==> src/rtl/timer_bus_pkg.sv <==
// timer_bus_pkg: op codes, FSM states, register map and default timing for the timer bus initiator
package timer_bus_pkg;
    localparam logic [1:0] OP_WR   = 2'b00;
    localparam logic [1:0] OP_RD   = 2'b01;
    localparam logic [1:0] OP_POLL = 2'b10;
    localparam logic [1:0] OP_RSV  = 2'b11;

    localparam logic [1:0] ADDR_CTRL   = 2'd0;
    localparam logic [1:0] ADDR_PERIOD = 2'd1;
    localparam logic [1:0] ADDR_STATUS = 2'd2;
    localparam logic [1:0] ADDR_COUNT  = 2'd3;

    localparam int          DEF_RD_LATENCY  = 1;
    localparam int          DEF_POLL_GAP    = 0;
    localparam logic [31:0] POLL_TIMEOUT_1S = 32'h02FA_F080;

    typedef enum logic [2:0] {IDLE, WR, RD, RD_WAIT, GAP, RESP} state_t;
endpackage

==> src/rtl/timeout_counter.sv <==
// timeout_counter: 32-bit saturating cycle counter with clear, enable and reached-limit flag
// Ports: clk, reset (async high); clr zeroes the count, en advances it; reached = count >= LIMIT.
module timeout_counter #(
    parameter logic [31:0] LIMIT = 32'hFFFF_FFFF
) (
    input  logic clk,
    input  logic reset,
    input  logic clr,
    input  logic en,
    output logic reached
);
    logic [31:0] cnt;

    always_ff @(posedge clk or posedge reset) begin
        if (reset)
            cnt <= '0;
        else if (clr)
            cnt <= '0;
        else if (en && cnt != 32'hFFFF_FFFF)
            cnt <= cnt + 32'd1;
    end

    assign reached = cnt >= LIMIT;
endmodule

==> src/rtl/timer_bus_initiator.sv <==
// timer_bus_initiator: turns write/read/poll commands into timer32 register bus strobes
// Ports: clk, reset (async high); cmd_* valid/ready command in; rsp_* one-cycle response pulse;
//        bus_addr/bus_din/bus_wren/bus_rden drive the slave, bus_dout is its read data.
module timer_bus_initiator
    import timer_bus_pkg::*;
#(
    parameter int          RD_LATENCY   = DEF_RD_LATENCY,
    parameter int          POLL_GAP     = DEF_POLL_GAP,
    parameter logic [31:0] POLL_TIMEOUT = POLL_TIMEOUT_1S
) (
    input  logic        clk,
    input  logic        reset,
    input  logic        cmd_valid,
    output logic        cmd_ready,
    input  logic [1:0]  cmd_op,
    input  logic [1:0]  cmd_addr,
    input  logic [31:0] cmd_wdata,
    input  logic [31:0] cmd_mask,
    input  logic [31:0] cmd_match,
    output logic        rsp_valid,
    output logic [31:0] rsp_data,
    output logic        rsp_err,
    output logic [1:0]  bus_addr,
    output logic [31:0] bus_din,
    output logic        bus_wren,
    output logic        bus_rden,
    input  logic [31:0] bus_dout
);
    state_t      state;
    logic [1:0]  op_q;
    logic [31:0] mask_q;
    logic [31:0] match_q;
    logic [1:0]  wait_cnt;
    logic [7:0]  gap_cnt;
    logic        timed_out;
    logic        sample;
    logic        hit;

    assign cmd_ready = (state == IDLE) && !reset;
    // bus_dout is valid in the RD cycle itself for zero latency, else on the last RD_WAIT cycle
    assign sample = (state == RD && RD_LATENCY == 0) || (state == RD_WAIT && wait_cnt == 2'd0);
    assign hit = (bus_dout & mask_q) == match_q;

    // cleared on accept, counts every busy cycle so the budget starts at T+1
    timeout_counter #(.LIMIT(POLL_TIMEOUT)) u_timeout (
        .clk(clk),
        .reset(reset),
        .clr(cmd_valid && cmd_ready),
        .en(state != IDLE),
        .reached(timed_out)
    );

    always_ff @(posedge clk or posedge reset) begin
        if (reset) begin
            state <= IDLE;
            op_q <= OP_WR;
            mask_q <= '0;
            match_q <= '0;
            wait_cnt <= '0;
            gap_cnt <= '0;
            bus_addr <= '0;
            bus_din <= '0;
            bus_wren <= 1'b0;
            bus_rden <= 1'b0;
            rsp_valid <= 1'b0;
            rsp_data <= '0;
            rsp_err <= 1'b0;
        end else if (sample) begin
            bus_rden <= 1'b0;
            // a match wins over an expired budget; plain reads always finish here
            if (op_q == OP_RD || hit || timed_out) begin
                state <= RESP;
                rsp_valid <= 1'b1;
                rsp_data <= bus_dout;
                rsp_err <= (op_q != OP_RD) && !hit;
            end else if (POLL_GAP == 0) begin
                state <= RD;
                bus_rden <= 1'b1;
            end else begin
                state <= GAP;
                gap_cnt <= 8'(POLL_GAP - 1);
            end
        end else begin
            case (state)
                IDLE: if (cmd_valid) begin
                    op_q <= cmd_op;
                    mask_q <= cmd_mask;
                    match_q <= cmd_match;
                    bus_addr <= cmd_addr;
                    state <= cmd_op == OP_WR ? WR : cmd_op == OP_RSV ? RESP : RD;
                    bus_wren <= cmd_op == OP_WR;
                    bus_din <= cmd_op == OP_WR ? cmd_wdata : '0;
                    bus_rden <= cmd_op == OP_RD || cmd_op == OP_POLL;
                    rsp_valid <= cmd_op == OP_RSV;
                    rsp_err <= cmd_op == OP_RSV;
                end
                WR: begin
                    state <= RESP;
                    bus_wren <= 1'b0;
                    bus_din <= '0;
                    rsp_valid <= 1'b1;
                    rsp_data <= bus_din;
                end
                RD: begin
                    state <= RD_WAIT;
                    bus_rden <= 1'b0;
                    wait_cnt <= 2'(RD_LATENCY - 1);
                end
                RD_WAIT: wait_cnt <= wait_cnt - 2'd1;
                GAP: if (gap_cnt == 8'd0) begin
                    state <= RD;
                    bus_rden <= 1'b1;
                end else begin
                    gap_cnt <= gap_cnt - 8'd1;
                end
                RESP: begin
                    state <= IDLE;
                    bus_addr <= '0;
                    rsp_valid <= 1'b0;
                    rsp_data <= '0;
                    rsp_err <= 1'b0;
                end
                default: state <= IDLE;
            endcase
        end
    end
endmodule

==> config.mk <==
export PLATFORM = sky130hd
export DESIGN_NAME = timer_bus_initiator
export DESIGN_NICKNAME = d
export VERILOG_FILES = /design/src/rtl/timer_bus_pkg.sv /design/src/rtl/timeout_counter.sv /design/src/rtl/timer_bus_initiator.sv
export SDC_FILE = /design/constraint.sdc
export NUM_CORES = 1
export LEC_CHECK = 0
export BUFFER_PORTS_ARGS = -buffer_cell sky130_fd_sc_hd__clkbuf_2
export CELL_PAD_IN_SITES_DETAIL_PLACEMENT = 1
export CELL_PAD_IN_SITES_GLOBAL_PLACEMENT = 1
export CORE_MARGIN = 4
export CORE_UTILIZATION = 38
export DETAILED_ROUTE_END_ITERATION = 16
export GPL_ROUTABILITY_DRIVEN = 1
export PLACE_DENSITY_LB_ADDON = 0.15
export SLEW_MARGIN = 20
export SYNTH_ARGS = -nofsm -noshare
export SYNTH_HDL_FRONTEND = slang
export SYNTH_HIERARCHICAL = 1
export SYNTH_SLANG_ARGS = --single-unit
==> constraint.sdc <==
create_clock -name clk -period 4.8 [get_ports clk]
set_input_delay 0.48 -clock clk [delete_from_list [all_inputs] [get_ports clk]]
set_output_delay 0.48 -clock clk [all_outputs]
set_load 0.02 [all_outputs]
### Word-level counts from Yosys, hierarchy flattened

Index checks and enable logic that the tools add are counted.

* bits in registers: 181
* input port bits: 135
* word-level logic and storage cells: 103
* output and inout bits: 71

* reductions and logical operators: 33
* equality and inequality tests: 17
* mux-type cells: 32
* order comparisons: 1
* add/subtract/negate cells: 3
* bitwise gates (word level): 3

Operator list (count)
* 32-bit 2-to-1 mux: 6
* 32-bit one-hot mux with 2 select lines: 2
* 32-bit by 1-bit adder with 32-bit output, second input constant: 1
* 32-bit AND: 1
* 32-bit equality test: 1
* 32-bit by 26-bit >= comparator with 1-bit output, second input constant: 1
* 32-bit inequality test, second input constant: 1
* 3-bit AND reduction: 8
* 3-bit 2-to-1 mux: 6
* 3-bit one-hot mux with 5 select lines: 1
* 1-bit 2-to-1 mux: 10
* 3-bit nonzero test: 3
* 8-bit logical NOT: 1
* 2-bit one-hot mux with 2 select lines: 2
* 2-bit nonzero test: 4
* 4-bit nonzero test: 2
* 8-bit by 1-bit subtractor with 8-bit output, second input constant: 1
* 3-bit by 2-bit equality test with 1-bit output, second input constant: 2
* 3-bit equality test, second input constant: 2
* 3-bit inequality test, second input constant: 2
* 1-bit one-hot mux with 3 select lines: 2
* 1-bit logical AND: 5
* 2-bit by 1-bit equality test with 1-bit output, second input constant: 2
* 2-bit equality test, second input constant: 2
* other kinds (12): 21

### Depth between registers and ports, before layout

Gate-level depths: netlist (run 1).

* depth after elaboration: 6
* depth in mapped cells: 10
* mapped depth without buffers: 9

### By module

The synthesis (run 1) kept the hierarchy.

Modules (own cells, without submodules)
* timer_bus_initiator: times used 1, seq. area each 3728.6 um^2, area each 7337.0 um^2, cells each 638
* timeout_counter: times used 1, seq. area each 800.8 um^2, area each 1863.0 um^2, cells each 205

### Worst setup path after synthesis (run 1)

OpenSTA, ideal clock, no wires.

* path type: input -> register
* start point: input reset
* end point: register u_timeout.cnt[11]
* cell stages on the path: 5
* required time: 4664 ps
* path buffers: 2
* data arrival time: 4958 ps
* setup time: 136 ps
* setup slack: -294 ps
* path through: inv_1 and3_1 clkdlybuf4s50_2 clkbuf_1 nor3_1

* word-level cells in the longest chain between the ends: 4
* elaborated cells on any way between the ends: 5
* classes of those cells: mux: 1; reduce/logical: 4

RTL lines
* start, declared: line timer_bus_initiator.sv:12 `input logic reset,`
* 1-bit logical NOT (no line) (*)
* 1-bit logical AND (*): line timer_bus_initiator.sv:39 `assign cmd_ready = (state == IDLE) && !reset;`
* 1-bit logical AND (*): line timer_bus_initiator.sv:48 `.clr(cmd_valid && cmd_ready),`
* 32-bit 2-to-1 mux or 2-bit nonzero test (tied branches)
* end signal, assigned: line timeout_counter.sv:20 `cnt <= cnt + 32'd1;`
* end, declared: line timeout_counter.sv:12 `logic [31:0] cnt;`

Every way passes the cells marked *; elsewhere a longest branch is shown, timed or not.
A chain may end at the register's enable or synchronous reset.

### Worst setup path in the final report (run 1)

* start point: register state[0]
* end point: register u_timeout.cnt[21]

* word-level cells in the longest chain between the ends: 4
* elaborated cells on any way between the ends: 7
* classes of those cells: mux: 1; reduce/logical: 6

RTL lines
* start, declared: line timer_bus_initiator.sv:29 `state_t state;`
* start signal, assigned: line timer_bus_initiator.sv:90 `state <= cmd_op == OP_WR ? WR : cmd_op == OP_RSV ? RESP : RD;`
* 3-bit logical NOT: line timer_bus_initiator.sv:39
* 1-bit logical AND: line timer_bus_initiator.sv:39
* 1-bit logical AND: line timer_bus_initiator.sv:48
* 32-bit 2-to-1 mux or 2-bit nonzero test (tied branches)

Parallel ways exist; a longest one is shown, timed or not.

==> flow_metrics.env, run 1 <==
export IMPL_postPlaceCellArea_sq_um=10500
export IMPL_skew_ns=0.0117
export IMPL_endpoint="u_timeout/cnt[21]"
export IMPL_fin_ws_ns=2.08
export IMPL_antenna_found_initial=0
export IMPL_max_stage_delay_ns=0.72
export IMPL_critPathCaptureType="register"
export IMPL_holdBufCountCts=0
export IMPL_max_freq_mhz=367
export IMPL_yosysWarnings=6
export IMPL_rsz0062_at_grt="no"
export IMPL_yosysUniqueCellTypes=71
export IMPL_clkTransAtPathRegs_ns=0.07
export IMPL_ys_seq_area_frac=0.492
export IMPL_nNetsFinal=1167
export IMPL_r2r_setup_slack_ns=2.08
export IMPL_ant_nets=0
export IMPL_wl_per_cell_um=20.3
export IMPL_clk_path_buf_depth=2
export IMPL_routed_wl_um=27600
export IMPL_cts_root_buf="clkbuf_16"
export IMPL_die_h_um=164
export IMPL_peakVddDrop_mv=0.331
export IMPL_netlist_area_sq_um=9200
export IMPL_cp_startpoint="state[0]"
export IMPL_fp_coreArea_sq_um=23600
export IMPL_htree_levels=4
export IMPL_vias=7423
export IMPL_post_route_period_util=0.567
export IMPL_num_rows=56
export IMPL_crit_required_ns=5.12
export IMPL_post_place_ws_ns=1.79
export IMPL_grt_max_degree=150
export IMPL_outcome="completed"
export IMPL_slew_viol_final=0
export IMPL_die_area_sq_um=26800
export IMPL_die_x_um=164
export IMPL_tns_ns=0
export IMPL_arrival_ns=3.04
export IMPL_dominantRegCellSynth="dfrtp_1"
export IMPL_portBuffers=205
export IMPL_maxCapViolCount=0
export IMPL_start_kind="register"
export IMPL_synth_area_per_cell_sq_um=10.9
export IMPL_power_uw=6700
export IMPL_ys_async_sr_fraction=1.00
export IMPL_hold_viol=0
export IMPL_cp_max_fo=16
export IMPL_cts_buffers=17
export IMPL_route_detailed_drc=0
export IMPL_grt_overflow=0
export IMPL_tightest_slew_ns=1.06
export IMPL_synth_top_area_share=0.492
export IMPL_grt_pass1_wl_um=43400
export IMPL_cts_tree="yes"
export IMPL_dpl_hpwl_um=19800
export IMPL_grtUsageTotal=0.206
export IMPL_rr_endpoint="u_timeout/cnt[21]"
export IMPL_slew_headroom=0.293
export IMPL_power_leakage_uw=0.00525
export IMPL_clk_latency_ns=0.44
export IMPL_globalplace_congestion=0.779
export IMPL_cts_sinks=181
export IMPL_layout_drive_gt1_share=0.352
export IMPL_yosys_area_top_type="dfrtp_1"
export IMPL_reg2reg_depth=7
export IMPL_syn2layout_area_growth_pct=20.1
export IMPL_p_per_area_nw_per_um2=606
export IMPL_r2r_start="state[0]"
export IMPL_synth_nets=985
export IMPL_dr_first_iter_drc_count=396
export IMPL_start_util=0.390
export IMPL_hp_class="primary input to async pin"
export IMPL_setup_viol=0
export IMPL_yosys_top_cells_count="dfrtp_1 (181), nor2_1 (77), mux2_2 (66)"
export IMPL_cts_setup_buffers=0
export IMPL_ios=206
export IMPL_synthTopCellsByArea="dfrtp_1 (49%), mux2_2 (8.1%), a211oi_2 (4.2%)"
export IMPL_postSynthCellCount=843
export IMPL_stdcell_area_sq_um=11000
export IMPL_finalWorstPathRequiredPeriod_ns=2.72
export IMPL_synth_seq_cells=181
export IMPL_crit_type="register to register"
export IMPL_crit_slowest_cell="dfrtp_1"
export IMPL_antenna_cells=0
export IMPL_vias_per_cell=5.47
export IMPL_synth_most_common_cell="dfrtp_1"
export IMPL_path_cells="or3_1, and3_1, nand2_1, or4_4, nor3_4, a21oi_1, a31o_1"
export IMPL_first_global_vias=7655
export IMPL_synth_edf_count=0
export IMPL_drt_pass1_iter_count=4
export IMPL_ctsResizeCount=0
-- state kept, by name, summed over array words and instances, names as in the netlist, 3 cells and up --
signal and flops:
match_q 32, bus_din 32, rsp_data 32, state 3
gap_cnt 8, u_timeout/cnt 32, mask_q 32
-- where the power goes --
part / leakage [uW] / switching [uW] / internal (uW)
sequential: 0.00232 / 499 / 2070
combinational: 0.00265 / 1590 / 1140
clock: 0.000275 / 663 / 733
total: 0.00525 / 2750 / 3950
-- cell families after synthesis --
group | after synthesis | synth area share
flip-flops | 181 | 0.492
XOR/XNOR | 33 | 0.0314
adder cells (fa/ha/maj) | 7 | 0.00952
buffers and inverters | 66 | 0.0381
multiplexers | 67 | 0.0819
AND/OR/NAND/NOR | 297 | 0.172
AO/OA/AOI/OAI | 192 | 0.175
-- through the flow --
stage / instances / hold WS, ns / utilization
2_1_floorplan: 843 / 0.445 / -
3_3_place_gp: 1324 / 0.466 / 0.443
3_5_place_dp: 1324 / 0.472 / 0.443
4_1_cts: 1355 / 0.183 / 0.467
5_1_grt: 1356 / 0.210 / 0.468
6_report: 1356 / 0.181 / 0.468
-- layout by cell type (no fill, tap or decap), types with 3 or more instances in the layout --
master / netlist / final
nor3_1: 12 / 12
and3_2: 3 / 3
nor2_1: 77 / 75
nand2b_1: 5 / 4
clkinvlp_4: 0 / 3
and3b_1: 8 / 8
a221oi_1: 31 / 31
nand3_1: 22 / 22
dfrtp_1: 181 / 181
xnor2_1: 18 / 18
a22o_1: 33 / 33
ha_1: 7 / 7
a211oi_2: 31 / 31
inv_1: 14 / 13
or3_1: 5 / 5
a21o_1: 10 / 10
clkinv_4: 0 / 3
o21ai_0: 13 / 13
nor4_1: 9 / 9
and3_1: 52 / 52
a31oi_1: 4 / 4
xor2_1: 15 / 15
o31ai_1: 3 / 3
o22a_1: 9 / 9
a211oi_1: 9 / 9
nor3b_1: 3 / 3
nand4_1: 16 / 16
clkbuf_16: 0 / 17
a21oi_1: 23 / 23
nand2_1: 61 / 61
o21a_1: 3 / 3
inv_6: 0 / 4
clkbuf_2: 1 / 205
mux2_2: 66 / 66
buf_4: 3 / 7
a21boi_0: 8 / 8
-- how the worst min path moves through the flow --
stage	end	cells after the start	from	slack (ns)
2_1_floorplan	wait_cnt[0]	1	wait_cnt[0]	0.45
3_3_place_gp	bus_wren	1	bus_wren	0.47
3_5_place_dp	bus_wren	1	bus_wren	0.47
4_1_cts	u_timeout/cnt[4]	3	reset	0.18
5_1_grt	u_timeout/cnt[13]	3	reset	0.21
6_report	u_timeout/cnt[13]	3	reset	0.18
-- layer usage --
metal,part of all wire,global-route usage
met3,0.059,0.0474
met2,0.49,0.335
met4,0.0089,0.0400
met5,0,0
met1,0.45,0.284
-- layout make-up --
class	count	area, sq um
repair buffers	215	1130
well taps	319	399
clock buffers	18	429
inverters	14	56.3
fillers	2722	12600
flip-flops and latches	181	4530
clock inverters	13	145
multi-input cells	596	4360
-- critical path, delay by kind of cell, from the launching register on --
kind / cells / cell delay [ns]
compound gates: 2 / 0.29
flops: 1 / 0.72
simple gates: 5 / 1.60
No activity file was read; power rests on OpenSTA's default activity.
==> inputs of run 2 (changes only) <==
Clock period 4.8 ns to 2.35 ns, I/O delays scaled along.
==> run 2 against run 1 <==
Sequential power up 100%. Die area is the same. Maximum frequency grew 17%. Clock skew rose by 0.0021 ns. Non-clock buffer count rose by 60. Global-route usage grew 1.2 points. Via count up 4.2%. Worst hold slack lost 0.18 ns. Critical path type unchanged. Largest power group unchanged.
==> flow_metrics.env, run 2 (synthesis results as in run 1) <==
export IMPL_post_route_period_util=0.988
export IMPL_drt_pass1_iter_count=4
export IMPL_grt_max_degree=150
export IMPL_cts_buffers=17
export IMPL_max_freq_mhz=431
export IMPL_final_cell_mix="clkbuf_2 (205), dfrtp_1 (181), nor2_1 (74)"
export IMPL_antenna_cells=0
export IMPL_fillers=2638
export IMPL_outcome="completed"
export IMPL_syn2layout_area_growth_pct=27.5
export IMPL_first_global_vias=8158
export IMPL_hp_class="primary input to register"
export IMPL_clk_path_buf_depth=2
export IMPL_tightest_slew_ns=0.923
export IMPL_grt_pass1_wl_um=45500
export IMPL_start_util=0.390
export IMPL_min_path_cells=2
export IMPL_fin_util=0.497
export IMPL_dr_first_iter_drc_count=437
export IMPL_vias=7735
export IMPL_slew_headroom=0.385
export IMPL_power_leakage_uw=0.00558
export IMPL_p_per_area_nw_per_um2=1260
export IMPL_antenna_found_initial=2
export IMPL_setup_viol=0
export IMPL_wl_per_cell_um=20.7
export IMPL_route_detailed_drc=0
export IMPL_grtUsageTotal=0.218
export IMPL_crit_type="register to register"
export IMPL_seqCellArea_sq_um=4530
export IMPL_cts_sinks=181
export IMPL_mostFrequentLayoutCell="clkbuf_2"
export IMPL_reg2reg_depth=9
export IMPL_cts_root_buf="clkbuf_16"
export IMPL_portBuffers=205
export IMPL_start_kind="register"
export IMPL_finalWorstPathRequiredPeriod_ns=2.32
export IMPL_die_h_um=164
export IMPL_tns_ns=0
export IMPL_slew_viol_final=0
export IMPL_rsz0062_at_grt="yes"
export IMPL_die_area_sq_um=26800
export IMPL_multi_input_area_sq_um=4460
export IMPL_vias_per_cell=5.46
export IMPL_clkTransAtPathRegs_ns=0.07
export IMPL_layout_drive_gt1_share=0.396
export IMPL_clk_latency_ns=0.44
export IMPL_dpl_hpwl_um=21300
export IMPL_fp_coreArea_sq_um=23600
export IMPL_cts_tree="yes"
export IMPL_routed_wl_um=29400
export IMPL_ant_nets=0
export IMPL_nNetsFinal=1227
export IMPL_peakVddDrop_mv=0.615
export IMPL_skew_ns=0.0138
export IMPL_htree_levels=4
export IMPL_maxCapViolCount=0
export IMPL_cp_max_fo=27
export IMPL_hold_viol=0
export IMPL_ios=206
export IMPL_crit_required_ns=2.66
export IMPL_globalplace_congestion=0.787
export IMPL_grt_overflow=0
export IMPL_critPathCaptureType="register"
export IMPL_die_x_um=164
export IMPL_num_rows=56
export IMPL_arrival_ns=2.63
==> run 2: timing repair <==
action,CTS,global route
gates cloned,0,2
pin swaps,1,4
setup endpoints to repair,38,39
hold buffers,9,0
endpoints found under the hold margin,40,0
gates resized for setup,3,18
buffers inserted,1,1
==> run 2: path summary, 6_finish.rpt <==
path | endpoint | from | slack, ns
worst max-delay path | rsp_data[27] | match_q[31] | 0.03
worst min-delay path | bus_din[17] | cmd_wdata[17] | 0.004
worst max register to register | rsp_data[27] | match_q[31] | 0.03
worst min register to register | gap_cnt[4] | gap_cnt[4] | 0.49
max in group asynchronous | match_q[23] | reset | 1.08
min in group asynchronous | u_timeout/cnt[14] | reset | 0.47
==> run 2: layout make-up <==
| type | count | area share |
|---|---|---|
| clock buffers | 17 | 0.0363 |
| multi-input cells | 596 | 0.380 |
| flip-flops and latches | 181 | 0.386 |
| repair buffers | 275 | 0.147 |
| inverters | 14 | 0.00480 |
| well taps | 319 | 0.0340 |
| clock inverters | 14 | 0.0112 |
==> run 2: power breakdown <==
| part | switching [uW] | leakage, uW | internal, uW | total [uW] |
|---|---|---|---|---|
| sequential | 922 | 0.00232 | 4230 | 5150 |
| combinational | 3740 | 0.00298 | 3110 | 6850 |
| clock | 1400 | 0.000273 | 1400 | 2800 |
==> run 2: per-layer routing <==
metal	share of wire	GRT usage	routed length, um
met1	0.44	0.287	13000
met4	0.020	0.0667	585
met2	0.48	0.358	14100
met5	0.00082	0	24
met3	0.054	0.0512	1590
==> run 2: worst max-delay path, cell delays in order (launching register included) <==
cell and delay (ns):
dfrtp_1 0.40, a21o_1 0.17, a211oi_2 0.27, nand4_1 0.17, buf_6 0.17, or4_4 0.44, buf_12 0.19, nand2_8 0.12
clkbuf_16 0.18, a211oi_2 0.06
==> run 2: metrics by stage <==
step           setup WS (ns)  std cells  area [sq um]  hold WS [ns]  power (uW)
4_1_cts               0.0143       1413         11600     0.0000609       14400
6_report              0.0272       1416         11700       0.00426       14800
3_3_place_gp          -0.143       1372         10900         0.392       11300
3_5_place_dp          -0.188       1372         10900         0.395       11500
2_1_floorplan          -1.18        843          9250         0.351        9260
5_1_grt              -0.0797       1416         11700       0.00591       15800
